[config.mk]
export PLATFORM = sky130hd
export DESIGN_NAME = traffic_phase_sequencer
export DESIGN_NICKNAME = d
export VERILOG_FILES = /design/src/rtl/traffic_phase_sequencer_pkg.sv /design/src/rtl/traffic_phase_sequencer_tick_gen.sv /design/src/rtl/traffic_phase_sequencer.sv
export SDC_FILE = /design/constraint.sdc
export NUM_CORES = 1
export LEC_CHECK = 0
export ABC_AREA = 1
export CAP_MARGIN = 30
export CORE_AREA = 5 5 83 100
export DETAILED_ROUTE_END_ITERATION = 8
export DIE_AREA = 0 0 88 105
export GPL_ROUTABILITY_DRIVEN = 0
export PLACE_DENSITY = 0.63
export SETUP_SLACK_MARGIN = 0.02
export SLEW_MARGIN = 20
export SYNTH_ARGS = -nofsm -noshare
export SYNTH_HDL_FRONTEND = slang
export SYNTH_SLANG_ARGS = --single-unit
[constraint.sdc]
create_clock -name clk -period 2.1 [get_ports clk]
set_input_delay 0.315 -clock clk [delete_from_list [all_inputs] [get_ports clk]]
set_output_delay 0.315 -clock clk [all_outputs]
set_load 0.03 [all_outputs]
[src/rtl/traffic_phase_sequencer_pkg.sv]
// rtl/traffic_phase_sequencer_pkg.sv - shared phase encoding, timebase constant and road-index width helper
package traffic_pkg;

    typedef enum logic [1:0] {
        PH_ALLRED = 2'b00,
        PH_GREEN  = 2'b01,
        PH_YELLOW = 2'b10,
        PH_FLASH  = 2'b11
    } phase_e;

    localparam int unsigned CLK_FREQ_DEFAULT = 100_000_000;
    localparam int unsigned HALF_CYCLES      = CLK_FREQ_DEFAULT / 2;

    function automatic int unsigned road_w(input int unsigned n);
        return (n <= 2) ? 1 : $clog2(n);
    endfunction

    function automatic int unsigned half_cycles(input int unsigned clk_freq);
        return clk_freq / 2;
    endfunction

endpackage

[src/rtl/traffic_phase_sequencer_tick_gen.sv]
// rtl/traffic_phase_sequencer_tick_gen.sv - half-second pulse and blink toggle from the board clock
module tick_gen
    import traffic_pkg::*;
#(
    parameter int unsigned CLK_FREQ = CLK_FREQ_DEFAULT
) (
    input  logic clk,
    input  logic rst,
    output logic half,
    output logic blink
);

    localparam logic [31:0] HALF_LAST = 32'(half_cycles(CLK_FREQ) - 1);

    logic [31:0] cnt_q;
    logic        blink_q;

    assign half  = (cnt_q == HALF_LAST);
    assign blink = blink_q;

    always_ff @(posedge clk) begin
        if (!rst) begin
            cnt_q   <= '0;
            blink_q <= 1'b0;
        end else if (half) begin
            cnt_q   <= '0;
            blink_q <= ~blink_q;
        end else begin
            cnt_q <= cnt_q + 32'd1;
        end
    end

endmodule

[src/rtl/traffic_phase_sequencer.sv]
// rtl/traffic_phase_sequencer.sv - N-road green/yellow/all-red sequencer with demand skip, extension and flash mode
module traffic_phase_sequencer
    import traffic_pkg::*;
#(
    parameter int unsigned N_ROADS        = 4,
    parameter int unsigned CLK_FREQ       = 100_000_000,
    parameter int unsigned GREEN_TIME     = 30,
    parameter int unsigned YELLOW_TIME    = 3,
    parameter int unsigned ALLRED_TIME    = 1,
    parameter bit          YELLOW_OVERLAP = 1'b1
) (
    input  logic                             clk,
    input  logic                             rst,
    input  logic [N_ROADS-1:0]               demand,
    input  logic                             flash_req,
    output logic [N_ROADS-1:0]               green,
    output logic [N_ROADS-1:0]               yellow,
    output logic [N_ROADS-1:0]               red,
    output logic [N_ROADS-1:0]               right_turn,
    output logic [road_w(N_ROADS)-1:0]       cur_road,
    output logic [1:0]                       phase
);

    localparam int unsigned RW = road_w(N_ROADS);
    localparam logic [7:0] GREEN_LAST  = 8'(2 * GREEN_TIME - 1);
    localparam logic [7:0] YELLOW_LAST = 8'(2 * YELLOW_TIME - 1);
    localparam logic [7:0] ALLRED_LAST = 8'(2 * ALLRED_TIME - 1);

    phase_e          state_q;
    logic [RW-1:0]   cur_q;
    logic [RW-1:0]   nxt_q;
    logic [7:0]      cnt_q;
    logic            half;
    logic            blink;
    logic [7:0]      limit;
    logic            expire;
    logic            found;
    logic [RW-1:0]   sel;

    // Wrap by compare-and-subtract so non-power-of-2 road counts never alias.
    function automatic logic [RW-1:0] add_mod(input logic [RW-1:0] r, input int unsigned k);
        int unsigned s;
        s = 32'(r) + k;
        if (s >= N_ROADS) s = s - N_ROADS;
        return RW'(s);
    endfunction

    tick_gen #(
        .CLK_FREQ(CLK_FREQ)
    ) u_tick (
        .clk  (clk),
        .rst  (rst),
        .half (half),
        .blink(blink)
    );

    always_comb begin
        case (state_q)
            PH_GREEN:  limit = GREEN_LAST;
            PH_YELLOW: limit = YELLOW_LAST;
            default:   limit = ALLRED_LAST;
        endcase
        expire = half && (cnt_q == limit);
    end

    // Descending scan so the nearest road after cur_q wins.
    always_comb begin
        found = 1'b0;
        sel   = '0;
        for (int unsigned k = N_ROADS - 1; k >= 1; k--) begin
            if (demand[add_mod(cur_q, k)]) begin
                found = 1'b1;
                sel   = add_mod(cur_q, k);
            end
        end
    end

    always_ff @(posedge clk) begin
        if (!rst) begin
            state_q <= PH_ALLRED;
            cur_q   <= '0;
            nxt_q   <= '0;
            cnt_q   <= '0;
        end else begin
            case (state_q)
                PH_ALLRED: begin
                    if (expire) begin
                        cnt_q <= '0;
                        if (flash_req) begin
                            state_q <= PH_FLASH;
                        end else begin
                            state_q <= PH_GREEN;
                            cur_q   <= nxt_q;
                        end
                    end else if (half) begin
                        cnt_q <= cnt_q + 8'd1;
                    end
                end
                PH_GREEN: begin
                    if (expire) begin
                        cnt_q <= '0;
                        if (found) begin
                            nxt_q   <= sel;
                            state_q <= PH_YELLOW;
                        end else if (!(demand[cur_q] && !flash_req)) begin
                            nxt_q   <= add_mod(cur_q, 1);
                            state_q <= PH_YELLOW;
                        end
                    end else if (half) begin
                        cnt_q <= cnt_q + 8'd1;
                    end
                end
                PH_YELLOW: begin
                    if (expire) begin
                        cnt_q   <= '0;
                        state_q <= flash_req ? PH_FLASH : PH_ALLRED;
                    end else if (half) begin
                        cnt_q <= cnt_q + 8'd1;
                    end
                end
                PH_FLASH: begin
                    cnt_q <= '0;
                    if (!flash_req) begin
                        nxt_q   <= add_mod(cur_q, 1);
                        state_q <= PH_ALLRED;
                    end
                end
                default: begin
                    state_q <= PH_ALLRED;
                    cnt_q   <= '0;
                end
            endcase
        end
    end

    always_comb begin
        green  = '0;
        yellow = '0;
        red    = '1;
        case (state_q)
            PH_GREEN: begin
                green[cur_q] = 1'b1;
                red[cur_q]   = 1'b0;
            end
            PH_YELLOW: begin
                yellow[cur_q] = 1'b1;
                red[cur_q]    = 1'b0;
                if (YELLOW_OVERLAP && (nxt_q != cur_q)) begin
                    yellow[nxt_q] = 1'b1;
                    red[nxt_q]    = 1'b0;
                end
            end
            PH_FLASH: begin
                yellow = {N_ROADS{blink}};
                red    = '0;
            end
            default: ;
        endcase
        right_turn = (state_q != PH_FLASH) ? (red & {N_ROADS{blink}}) : '0;
    end

    assign cur_road = cur_q;
    assign phase    = state_q;

endmodule

==> impl_metrics.csv, run 1 <==
group,metric,value,unit
pwr,ir_drop,0.380,mV
pwr,power_density,402,nW/um^2
setup_path,critical_path_class,"register to output pin",
setup_path,cp.required,1780,ps
layout,final_cell_mix,"nand2_1, inv_1, nor2_1",
layout,fin_util,0.517,
clock_network,cts.clk_slew.worst_paths,80,ps
grt,first_global_vias,3025,
pwr,p_leak,1.51,nW
timing,grt_setup_unrepaired,"true",
synthesis,syn_area_per_cell,6.34,um^2
routing,vias,3140,
grt,grt_pass1_wl,13.4,mm
synthesis,yosysSeqAreaShare,0.300,
clock_network,htreeDepth,2,
floorplanning,die_height,105,um
hold_path,hold_start,"u_tick.cnt_q[0]",
setup_path,r2r-end,"u_tick.cnt_q[28]",
timing,report.final.slew_viol_count,0,
routing,drtAntennaViolNets,0,
synthesis,ys.warnings.count,0,
routing,first_iter_violations,111,
placement,place_area,3600,um^2
layout,multi_input_area,1930,um^2
clock_network,cts_hold_buf,0,
layout,layout.nets,551,
hold_path,holdPathStages,1,
synthesis,yosys.area.top_type,"dfxtp_1",
synthesis,syn_nets,507,
timing,layout_setup_ws,135,ps
run,drv_cap,0,
placement,place_inst,618,
clock_network,cts_root_buf,"clkbuf_8",
layout,fill_cells,738,
clock_network,clock_latency,300,ps
grt,grt_max_degree,22,
layout,final_area,3710,um^2
placement,pre_cts_ws,52.4,ps
timing,min_period,1970,ps
grt,antenna_found_initial,0,
synthesis,synth_top_area_frac,0.300,
hold_path,hold_path_end,"u_tick.cnt_q[0]",
setup_path,regToRegSetupSlack,270,ps
run_status,status,"finished clean",
layout,diodes,0,
routing,viasPerCell,4.99,
layout,fin_cells,629,
synthesis,synth_cell_types,34,
placement,hpwlAfterDp,6.31,mm
setup_path,reg2regPathDepth,12,
clock_network,clock_sinks,47,
synthesis,ys_ff_latch,47,
hold_path,hold_path.class,"register to register",
synthesis,synth.area.top_cells,"dfxtp_1, nand2_1, nor2_1, inv_1, nand3_1",
grt,grt.total_usage,0.178,
timing,setup-tns-final,0,ps
setup_path,r2r_start,"u_tick.cnt_q[0]",
setup_path,crit_path_end_kind,"output pin",
layout,synthToLayoutAreaGrowth,18.5,%
timing,tightest_slew,611,ps
layout,seqCellArea,956,um^2
setup_path,arrival,1650,ps
layout,layout_commonest_cell,"nand2_1",
routing,post-route-drc-count,0,
layout,drive_gt1_frac,0.186,
floorplanning,start_util,0.436,
routing,drtPass1Iterations,4,
timing,maxSlewHeadroom,0.589,
setup_path,critPathLaunchType,"register",
floorplanning,row_count,34,
timing,finalHoldViolCount,0,
timing,period_share,0.936,
routing,wl_per_cell,12.4,um
setup_path,crit_fanout,6,
pwr,finalPower,1.49,mW
clock_network,cts_tree,"yes",
timing,max_clock_freq,509,MHz
floorplanning,die_area,9240,um^2
synthesis,syn_area,3130,um^2
grt,overflow,0,
floorplanning,core-area,7190,um^2
timing,setup_viol,0,
timing,finalClockSkew,11.2,ps
clock_network,cts_buffers,5,
routing,drt-total-wl,7.80,mm
placement,io_buffers,26,
floorplanning,ios,27,
timing,hold_ws,451,ps
synthesis,synthCells,494,
clock_network,cts_max_path_buffers,2,
floorplanning,die_w,88,um
## logic make-up (layout without fill, tap and decap cells)
family,after synthesis,after routing,synth area share
buffers and inverters,77,122,0.0946
xor gates and xnor gates,7,7,0.0196
AOI/OAI and AO/OA,59,59,0.0982
and+or+nand+nor,298,298,0.463
DFF,47,47,0.300
adders and majority gates,6,6,0.0240
## cell usage after synthesis, drive strengths merged
cell type,instances
a21oi,31
a31o,1
buf,4
clkinv,1
dfxtp,47
ha,6
inv,72
nand2,139
nand3,34
nand3b,1
nand4,14
nor2,77
nor3,19
nor3b,6
nor4,2
o21ai,25
o31ai,2
or2,6
xnor2,2
xor2,5
## sequential cells by signal (all words and copies together), names as in the netlist
| register | count |
|---|---|
| nxt_q | 2 |
| phase | 2 |
| u_tick.blink | 1 |
| cur_road | 2 |
| u_tick.cnt_q | 32 |
| cnt_q | 8 |
## routing by layer
| metal | vias to the layer above | track usage | share of wire |
|---|---|---|---|
| met5 | - | 0 | 0 |
| met4 | 0 | 0.0691 | 0.026 |
| met3 | 14 | 0.0268 | 0.042 |
| met2 | 64 | 0.320 | 0.51 |
| met1 | 1391 | 0.207 | 0.42 |
| li1 | 1671 | - | - |
## report_power, final
| part | switching (mW) | internal (mW) |
|---|---|---|
| combinational | 0.0429 | 0.0317 |
| sequential | 0.00328 | 0.890 |
| clock | 0.292 | 0.234 |
| total | 0.338 | 1.16 |
## final cells by class
cell class,count,area share
multi-input cells,370,0.519
flip-flops and latches,47,0.257
repair buffers,41,0.0947
inverters,73,0.0765
well taps,90,0.0303
clock buffers,7,0.0206
clock inverters,1,0.00135
## timing repair
item                       CTS  global route
hold endpoints to repair     0             0
setup endpoints to repair   12            12
pin swaps                    0             5
buffers inserted             0             3
resized for setup           17            22
## critical path, stage by stage, from the launching register on
cell and delay (ps):
dfxtp_4 380, inv_4 70, nand2_1 40, nand4_1 140, nand3_1 90, nand2_1 120, nand2_1 70, nand2_1 60
dlygate4sd2_1 390
## worst max-delay path by stage
stage                startpoint             to  slack [ps]  depth (start not counted)
global route           nxt_q[1]  right_turn[0]          -7                          9
finish              cur_road[0]      yellow[1]         130                          8
floorplan           cur_road[1]  right_turn[0]         110                          8
global placement    cur_road[0]         red[0]         100                          7
detailed placement     nxt_q[1]         red[1]          50                          7
CTS                    nxt_q[1]         red[3]          30                          7
(Power assumes the default switching activity.)
==> inputs of run 2 (changes only) <==
--- a/config.mk
+++ b/config.mk
@@ -8,6 +8,7 @@
 export ABC_AREA = 1
 export CAP_MARGIN = 30
 export CORE_AREA = 5 5 83 100
+export CTS_BUF_LIST = sky130_fd_sc_hd__clkbuf_8
 export DETAILED_ROUTE_END_ITERATION = 8
 export DIE_AREA = 0 0 88 105
 export GPL_ROUTABILITY_DRIVEN = 0
==> run 2 against run 1 <==
Via count is 0.32% higher. Register-to-register slack about the same. Utilization is the same. Clock skew about the same. Count of clock-buffer cells in the layout shrank 2.
==> impl_metrics.csv, run 2 (synthesized netlist as in run 1, its figures left out) <==
group,metric,value,unit
routing,drtAntennaViolNets,0,
clock_network,cts_root_buf,"clkbuf_8",
floorplanning,core-area,7190,um^2
layout,final_cell_mix,"nand2_1, inv_1, nor2_1",
pwr,p_switching,0.342,mW
timing,min_period,1970,ps
hold_path,hold_path.class,"register to register",
pwr,seqPwrFrac,0.600,
pwr,sw_frac_of_total,0.230,
grt,grt.total_usage,0.178,
setup_path,crit_fanout,6,
floorplanning,die_area,9240,um^2
pwr,p_int,1.15,mW
clock_network,cts_max_path_buffers,2,
grt,first_global_vias,3025,
floorplanning,row_count,34,
timing,setup-tns-final,0,ps
layout,largest_reg_flops,32,
clock_network,cts_tree,"yes",
routing,drtPass1Iterations,4,
setup_path,cp.required,1780,ps
setup_path,reg2regPathDepth,12,
timing,report.final.slew_viol_count,0,
clock_network,cts_buffers,5,
setup_path,r2r_start,"u_tick.cnt_q[0]",
layout,drive_gt1_frac,0.186,
layout,largest-register,"u_tick.cnt_q",
pwr,finalPower,1.49,mW
setup_path,crit_start,"cur_road[0]",
placement,io_buffers,26,
clock_network,clock_sinks,47,
floorplanning,die_w,88,um
timing,finalHoldViolCount,0,
routing,drt-total-wl,7.81,mm
hold_path,holdPathStages,1,
layout,fill_cells,738,
grt,overflow,0,
grt,antenna_found_initial,0,
run_status,status,"finished clean",
setup_path,critical_path_class,"register to output pin",
routing,vias,3150,
floorplanning,start_util,0.436,
setup_path,crit_path_end_kind,"output pin",
setup_path,arrival,1650,ps
timing,max_clock_freq,509,MHz
floorplanning,ios,27,
routing,viasPerCell,5.01,
routing,post-route-drc-count,0,
layout,diodes,0,
timing,finalClockSkew,11.0,ps
timing,maxSlewHeadroom,0.583,
run,drv_cap,0,
grt,grt_pass1_wl,13.4,mm
layout,largestRegisters,"u_tick.cnt_q (32), cnt_q (8)",
floorplanning,die_height,105,um
clock_network,clock_latency,300,ps
layout,layout_commonest_cell,"nand2_1",
layout,layout.nets,551,
pwr,comb_power_share,0.050,
layout,synthToLayoutAreaGrowth,18.5,%
hold_path,hold_start,"u_tick.cnt_q[0]",
grt,grt_max_degree,22,
pwr,p_leak,1.52,nW
timing,period_share,0.936,
timing,tightest_slew,620,ps
pwr,ir_drop,0.380,mV
timing,grt_setup_unrepaired,"true",
placement,hpwlAfterDp,6.31,mm
clock_network,htreeDepth,2,
timing,setup_viol,0,
setup_path,regToRegSetupSlack,260,ps
routing,first_iter_violations,111,
pwr,power_density,401,nW/um^2
pwr,clkPwrFrac,0.349,
routing,wl_per_cell,12.4,um
setup_path,critPathLaunchType,"register",
clock_network,cts.clk_slew.worst_paths,80,ps
==> run 2: cell count changes in the layout (fill, tap and decap cells not counted), sizes merged <==
cell    previous run  this run
clkbuf            11         9
inv               72        74
==> run 2: per-stage QoR <==
step                      cell area, um^2  instances   util  hold slack [ps]  worst slack (ps)
after global placement               3600        618  0.501              434               101
after global routing                 3710        629  0.517              478             -6.82
final                                3710        629  0.517              451               134
after detailed placement             3600        618  0.501              437              52.4
after floorplan                      3160        494      -              418               112
after CTS                            3680        626  0.511              456              28.0
==> run 2: repair_timing <==
item	CTS	global route
setup endpoints to repair	12	12
hold buffers	0	0
pin swaps	0	5
setup buffers	0	3
resized for setup	17	22
==> run 2: power groups by stage <==
stage          sequential (mW)  clock, mW  combinational, mW
3_3_place_gp             0.919          0             0.0753
2_1_floorplan            0.919          0             0.0463
3_5_place_dp             0.919          0             0.0752
4_1_cts                  0.898      0.542             0.0759
5_1_grt                  0.894      0.579             0.0860
6_report                 0.893      0.520             0.0748
==> run 2: worst paths after layout <==
path,endpoint
max,yellow[1]
max reg2reg,u_tick.cnt_q[28]
min reg2reg,u_tick.cnt_q[0]
min,u_tick.cnt_q[0]
==> run 2: worst max-delay path: stages (launching register included) <==
cell and delay, ps:
dfxtp_4 380, inv_4 70, nand2_1 40, nand4_1 140, nand3_1 90, nand2_1 120
nand2_1 70, nand2_1 60, dlygate4sd2_1 390
==> run 2: routing by layer <==
layer  global-route usage  share of wire  up-vias
li1                     -              -     1670
met1                0.207           0.42     1402
met2                0.320           0.51       64
met3               0.0268          0.042       14
met4               0.0691          0.025        0
met5                    0              0        -
==> run 2: area by class of cell <==
type | instances | area, um^2 | share of cell area
multi-input combinational | 370 | 1930 | 0.519
sequential | 47 | 956 | 0.257
tap | 90 | 113 | 0.0303
inverter | 73 | 284 | 0.0765
timing repair buffer | 41 | 352 | 0.0947
clock inverter | 3 | 12.5 | 0.00337
clock buffer | 5 | 68.8 | 0.0185
==> inputs of run 3 (changes only) <==
--- a/config.mk
+++ b/config.mk
@@ -7,12 +7,13 @@
 export LEC_CHECK = 0
 export ABC_AREA = 1
 export CAP_MARGIN = 30
-export CORE_AREA = 5 5 83 100
+export CORE_AREA = 5 5 102 75
 export CTS_BUF_LIST = sky130_fd_sc_hd__clkbuf_8
 export DETAILED_ROUTE_END_ITERATION = 8
-export DIE_AREA = 0 0 88 105
+export DIE_AREA = 0 0 107 80
 export GPL_ROUTABILITY_DRIVEN = 0
-export PLACE_DENSITY = 0.63
+export PLACE_DENSITY = 0.68
+export RECOVER_POWER = 50
 export SETUP_SLACK_MARGIN = 0.02
 export SLEW_MARGIN = 20
 export SYNTH_ARGS = -nofsm -noshare
==> run 3 against run 2 <==
Non-clock buffer count stayed put. Worst hold slack worse by 1.6 ps. Total power is 17% higher. Via count is 1.4% higher. Clock skew is 1.3 ps higher. Die area is 7.4% lower. Maximum frequency is 1.1% lower. Global-route usage is 1.5 points higher. Sequential share of layout area is 0.13 points higher. Combinational power is 7.9% lower. Count of clock-buffer cells in the layout stayed put. Sequential cell count stayed put.
==> impl_metrics.csv, run 3 (synthesized netlist as in run 1, its figures left out) <==
group,metric,value,unit
run_status,status,"finished clean",
layout,drive_gt1_frac,0.180,
pwr,ir_drop,0.313,mV
floorplanning,die_area,8560,um^2
layout,layout.nets,551,
routing,first_iter_violations,182,
timing,setup_viol,0,
grt,grt_pass1_wl,13.5,mm
pwr,p_leak,1.49,nW
layout,layout_commonest_cell,"nand2_1",
grt,grt_max_degree,22,
layout,synthToLayoutAreaGrowth,17.8,%
timing,finalClockSkew,12.3,ps
routing,drt-total-wl,7.99,mm
placement,io_buffers,26,
routing,viasPerCell,5.15,
pwr,finalPower,1.75,mW
floorplanning,die_height,80,um
timing,finalHoldViolCount,0,
floorplanning,die_w,107,um
layout,final_cell_mix,"nand2_1, nor2_1, inv_1",
layout,final_area,3690,um^2
setup_path,critPathLaunchType,"register",
clock_network,cts_buffers,5,
setup_path,arrival,1670,ps
placement,place_area,3560,um^2
timing,tightest_slew,715,ps
timing,max_clock_freq,503,MHz
layout,diodes,0,
grt,antenna_found_initial,0,
clock_network,cts.clk_slew.worst_paths,90,ps
floorplanning,ios,27,
layout,largest_reg_flops,32,
clock_network,cts_tree,"yes",
routing,wl_per_cell,12.9,um
clock_network,htreeDepth,2,
grt,overflow,0,
timing,min_period,1990,ps
floorplanning,start_util,0.477,
timing,setup-tns-final,0,ps
routing,drtPass1Iterations,5,
setup_path,crit_fanout,4,
hold_path,hold_path.class,"register to register",
timing,layout_setup_ws,113,ps
setup_path,crit_path_end_kind,"output pin",
timing,maxSlewHeadroom,0.519,
clock_network,clock_sinks,47,
run,drv_cap,0,
grt,grt.total_usage,0.194,
layout,largest-register,"u_tick.cnt_q",
timing,report.final.slew_viol_count,0,
grt,first_global_vias,2919,
placement,hpwlAfterDp,6.27,mm
floorplanning,row_count,25,
clock_network,clock_latency,300,ps
floorplanning,core-area,6570,um^2
layout,largestRegisters,"u_tick.cnt_q (32), cnt_q (8)",
clock_network,cts_root_buf,"clkbuf_8",
clock_network,cts_hold_buf,0,
clock_network,cts_max_path_buffers,2,
setup_path,critical_path_class,"register to output pin",
placement,pre_cts_ws,18.6,ps
pwr,power_density,473,nW/um^2
routing,vias,3193,
timing,period_share,0.946,
routing,drtAntennaViolNets,0,
setup_path,cp.required,1780,ps
routing,post-route-drc-count,0,
timing,grt_setup_unrepaired,"true",
## run 3: power breakdown
| part | total (mW) | switching, mW | internal, mW |
|---|---|---|---|
| sequential | 0.894 | 0.00307 | 0.891 |
| clock | 0.782 | 0.311 | 0.471 |
| combinational | 0.0689 | 0.0421 | 0.0268 |
| total | 1.75 | 0.356 | 1.39 |
## run 3: layout make-up
type / count / area [um^2]
fill: 651 / 2880
multi-input combinational: 370 / 1890
sequential: 47 / 955
timing repair buffer: 41 / 332
inverter: 73 / 282
tap: 81 / 101
clock buffer: 5 / 68.8
clock inverter: 3 / 63.8
## run 3: critical path, stage by stage, from the launching register on
cell and delay, ps:
dfxtp_4 370, inv_2 40, nand2_1 70, nand4_1 190, nand3_1 150, nand2_2 70
o21ai_2 150, inv_1 80, nor2_2 110, buf_6 140
## run 3: per-layer routing
layer,up-vias,global-route usage,part of all wire
met5,-,0,0
met4,0,0.0460,0.0086
met3,9,0.0453,0.063
met2,90,0.272,0.41
met1,1429,0.293,0.52
li1,1665,-,-
## run 3: timing repair
item                       4_1_cts  5_1_grt
pin swaps                        0        5
buffers inserted                 0        6
resized for setup               18       25
setup endpoints to repair       12       12
## run 3: final timing paths
kind,start,to,slack (ps),depth (start not counted)
hold / removal,u_tick.cnt_q[0],u_tick.cnt_q[0],450,1
setup reg to reg,u_tick.cnt_q[0],u_tick.cnt_q[20],180,8
setup / recovery,nxt_q[0],right_turn[0],110,9
hold reg to reg,u_tick.cnt_q[0],u_tick.cnt_q[0],450,1
## run 3: stage by stage
stage	util	hold WS, ps	cells
after floorplan	-	418	494
after global placement	0.542	433	606
after detailed placement	0.542	439	606
after CTS	0.561	453	614
after global routing	0.562	493	620
final	0.562	450	620
